===== config.mk =====
export PLATFORM = sky130hd
export DESIGN_NAME = ex_stage
export DESIGN_NICKNAME = d
export VERILOG_FILES = /design/src/rtl/ex_stage_pkg.sv /design/src/rtl/ex_stage_mul_seq.sv /design/src/rtl/ex_stage.sv
export SDC_FILE = /design/constraint.sdc
export NUM_CORES = 1
export LEC_CHECK = 0
export ABC_AREA = 1
export CORE_ASPECT_RATIO = 1.1
export CORE_MARGIN = 2
export CORE_UTILIZATION = 41
export DETAILED_ROUTE_END_ITERATION = 8
export PLACE_DENSITY = 0.71
export RECOVER_POWER = 100
export SYNTH_ARGS = -nofsm -noshare
export SYNTH_HDL_FRONTEND = slang
export SYNTH_SLANG_ARGS = --single-unit

===== constraint.sdc =====
create_clock -name clk -period 6.3 [get_ports clk]
set_clock_uncertainty 0.2 [all_clocks]
set_input_delay 0.63 -clock clk [delete_from_list [all_inputs] [get_ports clk]]
set_output_delay 0.63 -clock clk [all_outputs]
set_load 0.1 [all_outputs]

===== src/rtl/ex_stage_pkg.sv =====
// Shared encodings for the execute stage: ALU opcodes, operand-B selects,
// writeback sources, multiply FSM states and small arithmetic helpers.
package ex_stage_pkg;

  typedef enum logic [3:0] {
    aluop_add   = 4'd0,
    aluop_sub   = 4'd1,
    aluop_and   = 4'd2,
    aluop_or    = 4'd3,
    aluop_xor   = 4'd4,
    aluop_nor   = 4'd5,
    aluop_slt   = 4'd6,
    aluop_sltu  = 4'd7,
    aluop_sll   = 4'd8,
    aluop_srl   = 4'd9,
    aluop_sra   = 4'd10,
    aluop_lui   = 4'd11,
    aluop_mult  = 4'd12,
    aluop_multu = 4'd13,
    aluop_mfhi  = 4'd14,
    aluop_mflo  = 4'd15
  } aluop_e;

  typedef enum logic [1:0] {
    alu_src_rt     = 2'd0,
    alu_src_imm    = 2'd1,
    alu_src_link   = 2'd2,
    alu_src_rt_alt = 2'd3
  } alu_src_e;

  typedef enum logic [1:0] {
    wb_src_alu_result = 2'd0,
    wb_src_mem_data   = 2'd1,
    wb_src_pc         = 2'd2,
    wb_src_rsvd       = 2'd3
  } wb_src_e;

  typedef enum logic [1:0] {
    st_idle     = 2'd0,
    st_mul_busy = 2'd1,
    st_mul_done = 2'd2
  } mul_state_e;

  function automatic logic [31:0] abs32(input logic [31:0] v);
    return v[31] ? (32'd0 - v) : v;
  endfunction

  function automatic logic add_ovf(input logic [31:0] a, input logic [31:0] b);
    logic [31:0] s;
    s = a + b;
    return (a[31] == b[31]) && (s[31] != a[31]);
  endfunction

  function automatic logic sub_ovf(input logic [31:0] a, input logic [31:0] b);
    logic [31:0] d;
    d = a - b;
    return (a[31] != b[31]) && (d[31] != a[31]);
  endfunction

  function automatic logic [63:0] apply_sign(input logic [63:0] p, input logic neg);
    return neg ? (64'd0 - p) : p;
  endfunction

endpackage


===== src/rtl/ex_stage_mul_seq.sv =====
// Iterative unsigned shift-add multiplier: one partial product per cycle,
// MUL_ITERS cycles after start; done marks the cycle of the final iteration.
module mul_seq
  import ex_stage_pkg::*;
#(
  parameter int MUL_ITERS = 32
) (
  input  logic        clk,
  input  logic        rst,
  input  logic        abort,
  input  logic        start,
  input  logic [31:0] a,
  input  logic [31:0] b,
  output logic        busy,
  output logic        done,
  output logic [63:0] product
);

  localparam int CW = $clog2(MUL_ITERS);
  localparam logic [CW-1:0] LAST = CW'(MUL_ITERS - 1);

  logic [63:0]   mcand;
  logic [31:0]   mplier;
  logic [63:0]   acc;
  logic [CW-1:0] count;
  logic          running;

  // Load operands on start, then add one shifted multiplicand per cycle.
  always_ff @(posedge clk) begin
    if (!rst) begin
      mcand   <= 64'd0;
      mplier  <= 32'd0;
      acc     <= 64'd0;
      count   <= '0;
      running <= 1'b0;
    end else if (abort) begin
      running <= 1'b0;
      count   <= '0;
    end else if (start) begin
      mcand   <= {32'd0, a};
      mplier  <= b;
      acc     <= 64'd0;
      count   <= '0;
      running <= 1'b1;
    end else if (running) begin
      if (mplier[0]) acc <= acc + mcand;
      mcand  <= {mcand[62:0], 1'b0};
      mplier <= {1'b0, mplier[31:1]};
      count  <= count + CW'(1);
      if (count == LAST) running <= 1'b0;
    end
  end

  assign busy    = running;
  assign done    = running && (count == LAST);
  assign product = acc;

endmodule


===== src/rtl/ex_stage.sv =====
// Execute stage with EX/MEM register and a stalling iterative HI/LO multiplier.
// Build option: ALU_OVF_EN blocks writeback and flags ovf_exc on signed add/sub overflow.
module ex_stage
  import ex_stage_pkg::*;
#(
  parameter int MUL_ITERS = 32
) (
  input  logic        clk,
  input  logic        rst,
  input  logic        flush,
  input  logic [31:0] ex_rdata1,
  input  logic [31:0] ex_rdata2,
  input  logic [31:0] ex_ext_imm,
  input  logic [4:0]  ex_sa,
  input  logic [3:0]  ex_aluop,
  input  logic [1:0]  ex_alu_src,
  input  logic        ex_mem_wr,
  input  logic        ex_reg_wr,
  input  logic [4:0]  ex_waddr,
  input  logic [1:0]  ex_reg_wb_src,
  input  logic [31:0] ex_pc,
  output logic [31:0] mem_alu_result,
  output logic [31:0] mem_wdata,
  output logic [4:0]  mem_waddr,
  output logic        mem_reg_wr,
  output logic        mem_mem_wr,
  output logic [1:0]  mem_reg_wb_src,
  output logic [31:0] mem_pc,
  output logic        stall_req,
  output logic [31:0] hi_o,
  output logic [31:0] lo_o,
  output logic        ovf_exc
);

`ifdef ALU_OVF_EN
  localparam logic OVF_EN = 1'b1;
`else
  localparam logic OVF_EN = 1'b0;
`endif

  aluop_e      op;
  alu_src_e    src;
  mul_state_e  state;
  logic [31:0] opb, alu_res, mul_a, mul_b;
  logic [63:0] product;
  logic        ovf, ovf_kill, is_mul, is_signed_mul, start, bubble, mul_sign;
  logic        mul_busy, mul_done;

  assign op            = aluop_e'(ex_aluop);
  assign src           = alu_src_e'(ex_alu_src);
  assign is_signed_mul = (op == aluop_mult);
  assign is_mul        = is_signed_mul || (op == aluop_multu);
  assign mul_a         = is_signed_mul ? abs32(ex_rdata1) : ex_rdata1;
  assign mul_b         = is_signed_mul ? abs32(ex_rdata2) : ex_rdata2;
  assign start         = (state == st_idle) && is_mul && !flush && !mul_busy;
  assign bubble        = flush || stall_req || is_mul;
  assign ovf_kill      = ovf && OVF_EN;

  // Single-cycle ALU; a link select overrides the opcode with pc+8.
  always_comb begin
    opb     = (src == alu_src_imm) ? ex_ext_imm : ex_rdata2;
    alu_res = 32'h0;
    ovf     = 1'b0;
    if (src == alu_src_link) begin
      alu_res = ex_pc + 32'd8;
    end else begin
      case (op)
        aluop_add:  begin alu_res = ex_rdata1 + opb; ovf = add_ovf(ex_rdata1, opb); end
        aluop_sub:  begin alu_res = ex_rdata1 - opb; ovf = sub_ovf(ex_rdata1, opb); end
        aluop_and:  alu_res = ex_rdata1 & opb;
        aluop_or:   alu_res = ex_rdata1 | opb;
        aluop_xor:  alu_res = ex_rdata1 ^ opb;
        aluop_nor:  alu_res = ~(ex_rdata1 | opb);
        aluop_slt:  alu_res = {31'd0, $signed(ex_rdata1) < $signed(opb)};
        aluop_sltu: alu_res = {31'd0, ex_rdata1 < opb};
        aluop_sll:  alu_res = opb << ex_sa;
        aluop_srl:  alu_res = opb >> ex_sa;
        aluop_sra:  alu_res = $signed(opb) >>> ex_sa;
        aluop_lui:  alu_res = {opb[15:0], 16'h0000};
        aluop_mfhi: alu_res = hi_o;
        aluop_mflo: alu_res = lo_o;
        default:    alu_res = 32'h0;
      endcase
    end
  end

  // Stall covers the detect cycle and every busy cycle, but not the done cycle.
  always_comb begin
    stall_req = 1'b0;
    case (state)
      st_idle:     stall_req = is_mul && !flush;
      st_mul_busy: stall_req = 1'b1;
      st_mul_done: stall_req = 1'b0;
      default:     stall_req = 1'b0;
    endcase
  end

  mul_seq #(.MUL_ITERS(MUL_ITERS)) u_mul (
    .clk     (clk),
    .rst     (rst),
    .abort   (flush),
    .start   (start),
    .a       (mul_a),
    .b       (mul_b),
    .busy    (mul_busy),
    .done    (mul_done),
    .product (product)
  );

  // Multiply sequencing and HI/LO ownership; flush wins over completion.
  always_ff @(posedge clk) begin
    if (!rst) begin
      state    <= st_idle;
      mul_sign <= 1'b0;
      hi_o     <= 32'd0;
      lo_o     <= 32'd0;
    end else if (flush) begin
      state <= st_idle;
    end else begin
      case (state)
        st_idle: begin
          if (start) begin
            state    <= st_mul_busy;
            mul_sign <= is_signed_mul && (ex_rdata1[31] ^ ex_rdata2[31]);
          end
        end
        st_mul_busy: begin
          if (mul_done) state <= st_mul_done;
        end
        st_mul_done: begin
          {hi_o, lo_o} <= apply_sign(product, mul_sign);
          state        <= st_idle;
        end
        default: state <= st_idle;
      endcase
    end
  end

  // EX/MEM register; stalls, multiplies and flushes insert a bubble.
  always_ff @(posedge clk) begin
    if (!rst || bubble) begin
      mem_alu_result <= 32'd0;
      mem_wdata      <= 32'd0;
      mem_waddr      <= 5'd0;
      mem_reg_wr     <= 1'b0;
      mem_mem_wr     <= 1'b0;
      mem_reg_wb_src <= wb_src_alu_result;
      mem_pc         <= 32'd0;
      ovf_exc        <= 1'b0;
    end else begin
      mem_alu_result <= alu_res;
      mem_wdata      <= ex_rdata2;
      mem_waddr      <= ex_waddr;
      mem_reg_wr     <= ex_reg_wr && !ovf_kill;
      mem_mem_wr     <= ex_mem_wr;
      mem_reg_wb_src <= ex_reg_wb_src;
      mem_pc         <= ex_pc;
      ovf_exc        <= ovf_kill;
    end
  end

endmodule


* After elaboration in Yosys (flattened, before gate mapping)
Index checks and enable logic that the tools add are counted.
Word-level totals: flip-flop bits (word level) 338, output and inout bits 171, logic and storage cells 104
Cells by class: $add $sub $neg 8, magnitude comparators 2, eq/ne operators 22, shifts and indexed selects 3, multiplexer cells 22, bitwise gates (word level) 7, reduce and logical (&&, ||, !) cells 24
Operators by type and width (count):
- $pmux 32 s14 | 1
- $mux 64 | 6
- $mux 32 | 8
- $add 64x64->64 | 1
- $lt 32x32->1 | 2
- $sub 1x32->32 const A | 2
- $sub 1x64->64 const A | 1
- $add 32x32->32 | 1
- $add 32x4->32 const B | 1
- $and 32x32->32 | 1
- $eq 4x4->1 const B | 8
- $not 32->32 | 1
- $or 32x32->32 | 1
- $shl 32x5->32 | 1
- $shr 32x5->32 | 1
- $sshr 32x5->32 | 1
- $sub 32x32->32 | 1
- $xor 32x32->32 | 1
- $eq 4x3->1 const B | 4
- $eq 4x2->1 const B | 2
- $logic_and 1x1->1 | 6
- $reduce_and 2->1 | 3
- $reduce_and 3->1 | 2
- $add 5x1->5 const B | 1
- 18 further kinds | 31

* Longest topological paths before layout
Gate-level depths: netlist (run 1).
word-level depth 7, depth in mapped cells 24, gate-level depth less buffers 22

* Cells and area by module
A second synthesis (run 1) with hierarchy kept.
Second synthesis, totals: cells, all modules 5779, area total of the unflattened synthesis 32727.6 um2
Modules (own cells, without submodules):
- ex_stage | times used 1, cells each 3699, area an instance 20771.2 um2, sequential area each 3443.3 um2
- mul_seq | times used 1, cells each 2080, area an instance 11956.5 um2, sequential area each 3323.2 um2

* Worst setup path after synthesis (run 1)
OpenSTA, ideal clock, no wires.
kind input -> register, start point in ex_alu_src[1], end point reg mem_alu_result[23], setup time 0.112 ns, arrival 2.778 ns, slack 3.210 ns, cell stages on the path 20, path buffers 2, cell sequence inv_4 buf_4 nand3_1 nand2_1 inv_1 ha_1 clkbuf_1 nand2_1 o21ai_0 a21oi_1 nand2_1 nand2_1 nand2_1 nand2_1 nand2_1 nor2_1 a21oi_1 nand3_1 nand2_1 nand2_1
Between the ends: cells in the longest elaborated chain, start to end 6
Ends and longest elaborated chain:
- start: declaration | line ex_stage.sv:16 | input logic [1:0] ex_alu_src,
- parallel branches: the longest is 5 deep, another holds $sub 32x32->32
- $mux 32 (*) | line ex_stage.sv:64 | if (src == alu_src_link) begin
- end signal: assignment | line ex_stage.sv:151 | mem_alu_result <= alu_res;
- end: declaration | line ex_stage.sv:22 | output logic [31:0] mem_alu_result,
Every way passes the cells marked *. A chain may end at the register's enable or synchronous reset.

* Worst setup path in the final report (run 1)
start point in rst, end point reg mem_alu_result[19]
Between the ends: cells in the longest elaborated chain, start to end 2
Ends and longest elaborated chain:
- start: declaration | line ex_stage.sv:9 | input logic rst,
- $logic_not 1->1 | line ex_stage.sv:141 | if (!rst || bubble) begin
- $logic_or 1x1->1 | line ex_stage.sv:141
Every way passes these cells.

==> impl_metrics.tcl, run 1 <==
set metrics [dict create \
    hp-class "reg -> reg" \
    die_w_um 267 \
    io_pins 322 \
    r2r_slack_ns 1.74 \
    slew-limit-headroom -0.977 \
    cp.required_ns 6.62 \
    overflow 0 \
    cts_tree "yes" \
    antenna_found_initial 8 \
    fillCellCount 8180 \
    nNetsFinal 5850 \
    synth.distinct_cells 71 \
    antenna_left 0 \
    die_y_um 294 \
    cts-root-buf "clkbuf_16" \
    avgSynthCellArea_um2 5.88 \
    start_util 0.413 \
    critPathArrivalTime_ns 5.68 \
    worstMarginPinSlew_ns 2.97 \
    hold_ws_ns 0.261 \
    grt_pass1_vias 35800 \
    synthTopCellsByArea "dfxtp_1 22%, nand2_1 16%, nand3_1 11%" \
    postCtsSetupRepairBufs 0 \
    grt_pass1_wl_um 231000 \
    total_power_mw 6.59 \
    io_buffers 320 \
    rows 106 \
    numCtsBuffers 41 \
    routed-via-count 38100 \
    grt_usage 0.397 \
    ys_ff_latch 338 \
    avgRoutedWirePerCell_um 24.5 \
    setup_violations 0 \
    max-cap-violations 5 \
    reg2reg_depth 8 \
    clock.fmax_ghz 0.187 \
    layout_common_cells "1,314 x nand2_1, 684 x nand3_1, 593 x inv_1" \
    ir_worst_vdd_uv 201 \
    drt_wl_total_um 161000 \
    layout.cells.most_common "nand2_1" \
    p_leak_nw 17.2 \
    netlist.top_cell.by_area "dfxtp_1" \
    async_flop_share 0 \
    synthCells 5326 \
    regToRegStartpoint "state[0]$_SDFFE_PP0P_" \
    ys_seq_area_frac 0.216 \
    final_cell_count_no_fill 6581 \
    area_delta_synth_final_pct 17.1 \
    rsz0062_at_grt "no" \
    synth_top_area_frac 0.216 \
    cts_max_path_buffers 3 \
    fp.dieArea_um2 78600 \
    cp_max_fo 79 \
    h-tree-depth 2 \
    syn-num-nets 5652 \
    hold_depth 2 \
    routed_via_density 5.79 \
    dp.cells 6507 \
    outcome "complete, but fails checks" \
    path_clk_slew_ns 0.06 \
    hold_start "u_mul.mplier[13]$_SDFFE_PN0P_" \
    multi_input_area_um2 21300 \
    yosysWarnings 0 \
    syn_area_um2 31300 \
    setup_ws_ns 0.940 \
    seq_area_um2 6770 \
    drv_slew 293 \
    place_ws_ns 0.886 \
    synth-main-ff-cell "dfxtp_1" \
    dr.pass1.iters 9 \
    clkLatencyLatePin_ns 0.61 \
    timing.final.crit_share 0.851 \
    synth-edff-count 0 \
    cp-start-kind "input pin" \
    hold_viol 0 \
    holdBufCountCts 0 \
    place_congestion 1.10 \
    drive_above_1_share 0.0439 \
    drtIter0Drc 4036 \
    hold_end "u_mul.mplier[13]$_SDFFE_PN0P_" \
    dp_hpwl_um 132000 \
    post-route-drc-count 0 \
    core_um2 75900 \
    path_class "in -> reg" \
    ctsResizeCount 0 \
    clkSinkCount 338 \
    grt_max_degree 85 \
    violations "max-capacitance violations, max-slew violations" \
    cellPowerDensity_nw_per_um2 180 \
    min_period_ns 5.36 \
    fin_tns_setup_ns 0 \
    rr_endpoint "hi_o[11]$_SDFFE_PN0P_" \
    cp-end-kind "flip-flop" \
]
-- layer usage --
layer	up-vias	wire, µm	global-route usage
met2	1895	72400	0.646
met4	6	15600	0.324
met5	-	43	0
li1	18100	-	-
met1	17500	61000	0.464
met3	518	12200	0.0561
-- worst max-delay path by stage --
stage / start / endpoint / slack (ns) / cells after the start
floorplan: ex_alu_src[1] / mem_alu_result[23]$_SDFF_PP0_ / 3.21 / 20
global placement: ex_alu_src[0] / mem_alu_result[16]$_SDFF_PP0_ / 0.87 / 18
detailed placement: ex_alu_src[0] / mem_alu_result[16]$_SDFF_PP0_ / 0.89 / 18
CTS: ex_alu_src[0] / mem_alu_result[16]$_SDFF_PP0_ / 1.49 / 18
global route: rst / mem_alu_result[19]$_SDFF_PP0_ / 0.67 / 11
finish: rst / mem_alu_result[19]$_SDFF_PP0_ / 0.94 / 11
-- logic make-up after synthesis --
family	Yosys count	synth area share
AOI/OAI and AO/OA	1053	0.191
other	1	0.000120
and+or+nand+nor	2860	0.399
adders and majority gates	175	0.0707
buffers and inverters	830	0.104
DFF	338	0.216
xor gates and xnor gates	69	0.0193
-- power by group --
group	total [mW]	leakage (nW)	internal [mW]	switching [mW]
clock network	2.57	0.700	1.50	1.06
registers	2.20	2.74	2.18	0.0195
logic	1.82	13.8	0.470	1.35
-- final cells by class --
cell class,instances,area share
timing repair buffer,371,0.0971
inverter,614,0.0630
antenna,1,0.0000683
multi-input combinational,4158,0.581
clock inverter,20,0.00826
sequential,338,0.185
tap,1026,0.0350
clock buffer,53,0.0312
-- synth_stat cells, types with 51 or more instances --
cell type,count
a21oi_1,457
buf_2,51
clkbuf_1,130
dfxtp_1,338
ha_1,172
inv_1,593
nand2_1,1314
nand3_1,684
nand4_1,58
nor2_1,581
nor3_1,69
o211ai_1,52
o21ai_0,318
xor2_1,59
-- registers in the layout, indices dropped and copies added, names as in the netlist, 32 cells and up --
| register | flops |
|---|---|
| mem_alu_result | 32 |
| u_mul.mplier | 32 |
| hi_o | 32 |
| u_mul.mcand | 64 |
| lo_o | 32 |
| mem_pc | 32 |
| mem_wdata | 32 |
| u_mul.product | 64 |
-- critical path: stages --
cell and delay, ns:
clkbuf_1 1.33, inv_4 0.73, nor2_1 0.34, inv_1 0.13, nor3_1 0.20, clkinv_1 0.13, buf_12 0.21, nor2_1 0.51
clkbuf_1 0.93, o21ai_1 0.27, nand2_1 0.11
-- through the flow --
step,util,cell area (µm²)
after detailed placement,0.465,35300
after CTS,0.484,36700
final,0.483,36700
after floorplan,-,31300
after global placement,0.465,35300
after global routing,0.483,36600
(Power assumes the default switching activity.)
==> run 2, diff against run 1 <==
Settings changed: CAP_MARGIN set to 15.
==> run 2 against run 1 <==
The flow still finishes with violations (max-capacitance violations, max-slew violations). First-iteration DRC count is 8.8% higher. Core utilization barely moved. Die area unchanged. Power is 0.35% lower. Critical path depth unchanged. Count of clock-buffer cells in the layout fell by 3. Hold slack improved by 0.00059 ns. Sequential power is essentially flat. Cell count is the same. Design area about the same. Via count grew 0.46%. Sequential share of layout area is essentially flat. Critical endpoint unchanged. Largest power group unchanged.
==> impl_metrics.tcl, run 2 (synthesized netlist as in run 1, its figures left out) <==
set metrics [dict create \
    layout_common_cells "1,314 x nand2_1, 684 x nand3_1, 593 x inv_1" \
    dp.cells 6508 \
    clkLatencyLatePin_ns 0.60 \
    clkSinkCount 338 \
    overflow 0 \
    total_power_mw 6.56 \
    drive_above_1_share 0.0445 \
    path_buf_inv 6 \
    worstPathCellList "clkbuf_1 > inv_4 > nor2_1 > inv_1 > nor3_1 > clkinv_1 > buf_12 > nor2_1 > clkbuf_1 > o21ai_1 > nand2_1" \
    io_buffers 320 \
    core_um2 75900 \
    slowest_delay_ns 1.36 \
    p_leak_nw 17.2 \
    timing.final.crit_share 0.842 \
    cp_max_fo 79 \
    seq_area_um2 6770 \
    h-tree-depth 2 \
    post-route-drc-count 0 \
    dp_hpwl_um 132000 \
    dr.pass1.iters 8 \
    place_area_um2 35300 \
    cts_tree "yes" \
    critPathArrivalTime_ns 5.63 \
    cp-start-kind "input pin" \
    io_pins 322 \
    max-cap-violations 5 \
    grt_pass1_wl_um 232000 \
    r2r_slack_ns 1.74 \
    place_congestion 1.10 \
    worstMarginPinSlew_ns 2.96 \
    final_cell_count_no_fill 6581 \
    antenna_left 0 \
    cp_top_family "buffers and inverters" \
    routed_via_density 5.81 \
    drt_wl_total_um 162000 \
    area_delta_synth_final_pct 17.0 \
    hold_viol 0 \
    antenna_found_initial 7 \
    min_period_ns 5.31 \
    start_util 0.413 \
    rsz0062_at_grt "no" \
    rows 106 \
    grt_usage 0.399 \
    routed-via-count 38200 \
    cellPowerDensity_nw_per_um2 179 \
    holdBufCountCts 0 \
    path_class "in -> reg" \
    grt_max_degree 85 \
    design_area_um2 36600 \
    cts_max_path_buffers 3 \
    layout.cells.most_common "nand2_1" \
    grt_pass1_vias 35800 \
    ir_worst_vdd_uv 184 \
    avgRoutedWirePerCell_um 24.6 \
    slowest_stage "clkbuf_1" \
    fp.dieArea_um2 78600 \
    cp.required_ns 6.62 \
    die_w_um 267 \
    fillCellCount 8246 \
    postCtsSetupRepairBufs 0 \
    die_y_um 294 \
    outcome "complete, but fails checks" \
    cp-end-kind "flip-flop" \
    numCtsBuffers 39 \
    drtIter0Drc 4392 \
    setup_violations 0 \
    hp-class "reg -> reg" \
    path_clk_slew_ns 0.06 \
    clock.fmax_ghz 0.188 \
    multi_input_area_um2 21300 \
    violations "max-capacitance violations, max-slew violations" \
    nNetsFinal 5849 \
    ctsResizeCount 0 \
    slew-limit-headroom -0.973 \
    cts-root-buf "clkbuf_16" \
    fin_tns_setup_ns 0 \
    drv_slew 293 \
]
-- run 2: per-layer routing --
| metal | global-route usage | up-vias | routed length, µm | part of all wire |
|---|---|---|---|---|
| met5 | 0 | - | 45 | 0.00028 |
| met4 | 0.297 | 6 | 14300 | 0.089 |
| met3 | 0.0607 | 503 | 12600 | 0.078 |
| met2 | 0.661 | 1943 | 74000 | 0.46 |
| met1 | 0.465 | 17700 | 61000 | 0.38 |
| li1 | - | 18100 | - | - |
-- run 2: layout make-up --
class | count | share of cell area
Multi-Input combinational cell | 4158 | 0.581
Sequential cell | 338 | 0.185
Timing Repair Buffer | 372 | 0.0974
Inverter | 614 | 0.0631
Tap cell | 1026 | 0.0350
Clock buffer | 50 | 0.0303
Clock inverter | 21 | 0.00813
Antenna cell | 2 | 0.000137
-- run 2: path summary, 6_finish.rpt --
path | depth (start not counted) | to | start
setup / recovery | 11 | mem_alu_result[19]$_SDFF_PP0_ | rst
hold / removal | 2 | u_mul.mplier[13]$_SDFFE_PN0P_ | u_mul.mplier[13]$_SDFFE_PN0P_
setup reg to reg | 8 | u_mul.product[37]$_SDFFE_PN0P_ | u_mul.busy$_SDFF_PP0_
hold reg to reg | 2 | u_mul.mplier[13]$_SDFFE_PN0P_ | u_mul.mplier[13]$_SDFFE_PN0P_
-- run 2: report_power, final --
group	internal [mW]	switching [mW]	total [mW]
clock network	1.50	1.04	2.54
logic	0.471	1.35	1.82
registers	2.18	0.0196	2.20
total	4.15	2.41	6.56
-- run 2: stage by stage --
stage / util / hold WS (ns) / setup slack, ns
finish: 0.483 / 0.262 / 0.994
global route: 0.483 / 0.287 / 0.603
CTS: 0.483 / 0.262 / 1.50
detailed placement: 0.465 / 0.252 / 0.901
global placement: 0.465 / 0.250 / 0.872
floorplan: - / 0.242 / 3.21
-- run 2: worst min-delay path, stage by stage (launching register included) --
cell and delay, ns:
dfxtp_1 0.30, nand2_1 0.06, a21oi_1 0.05
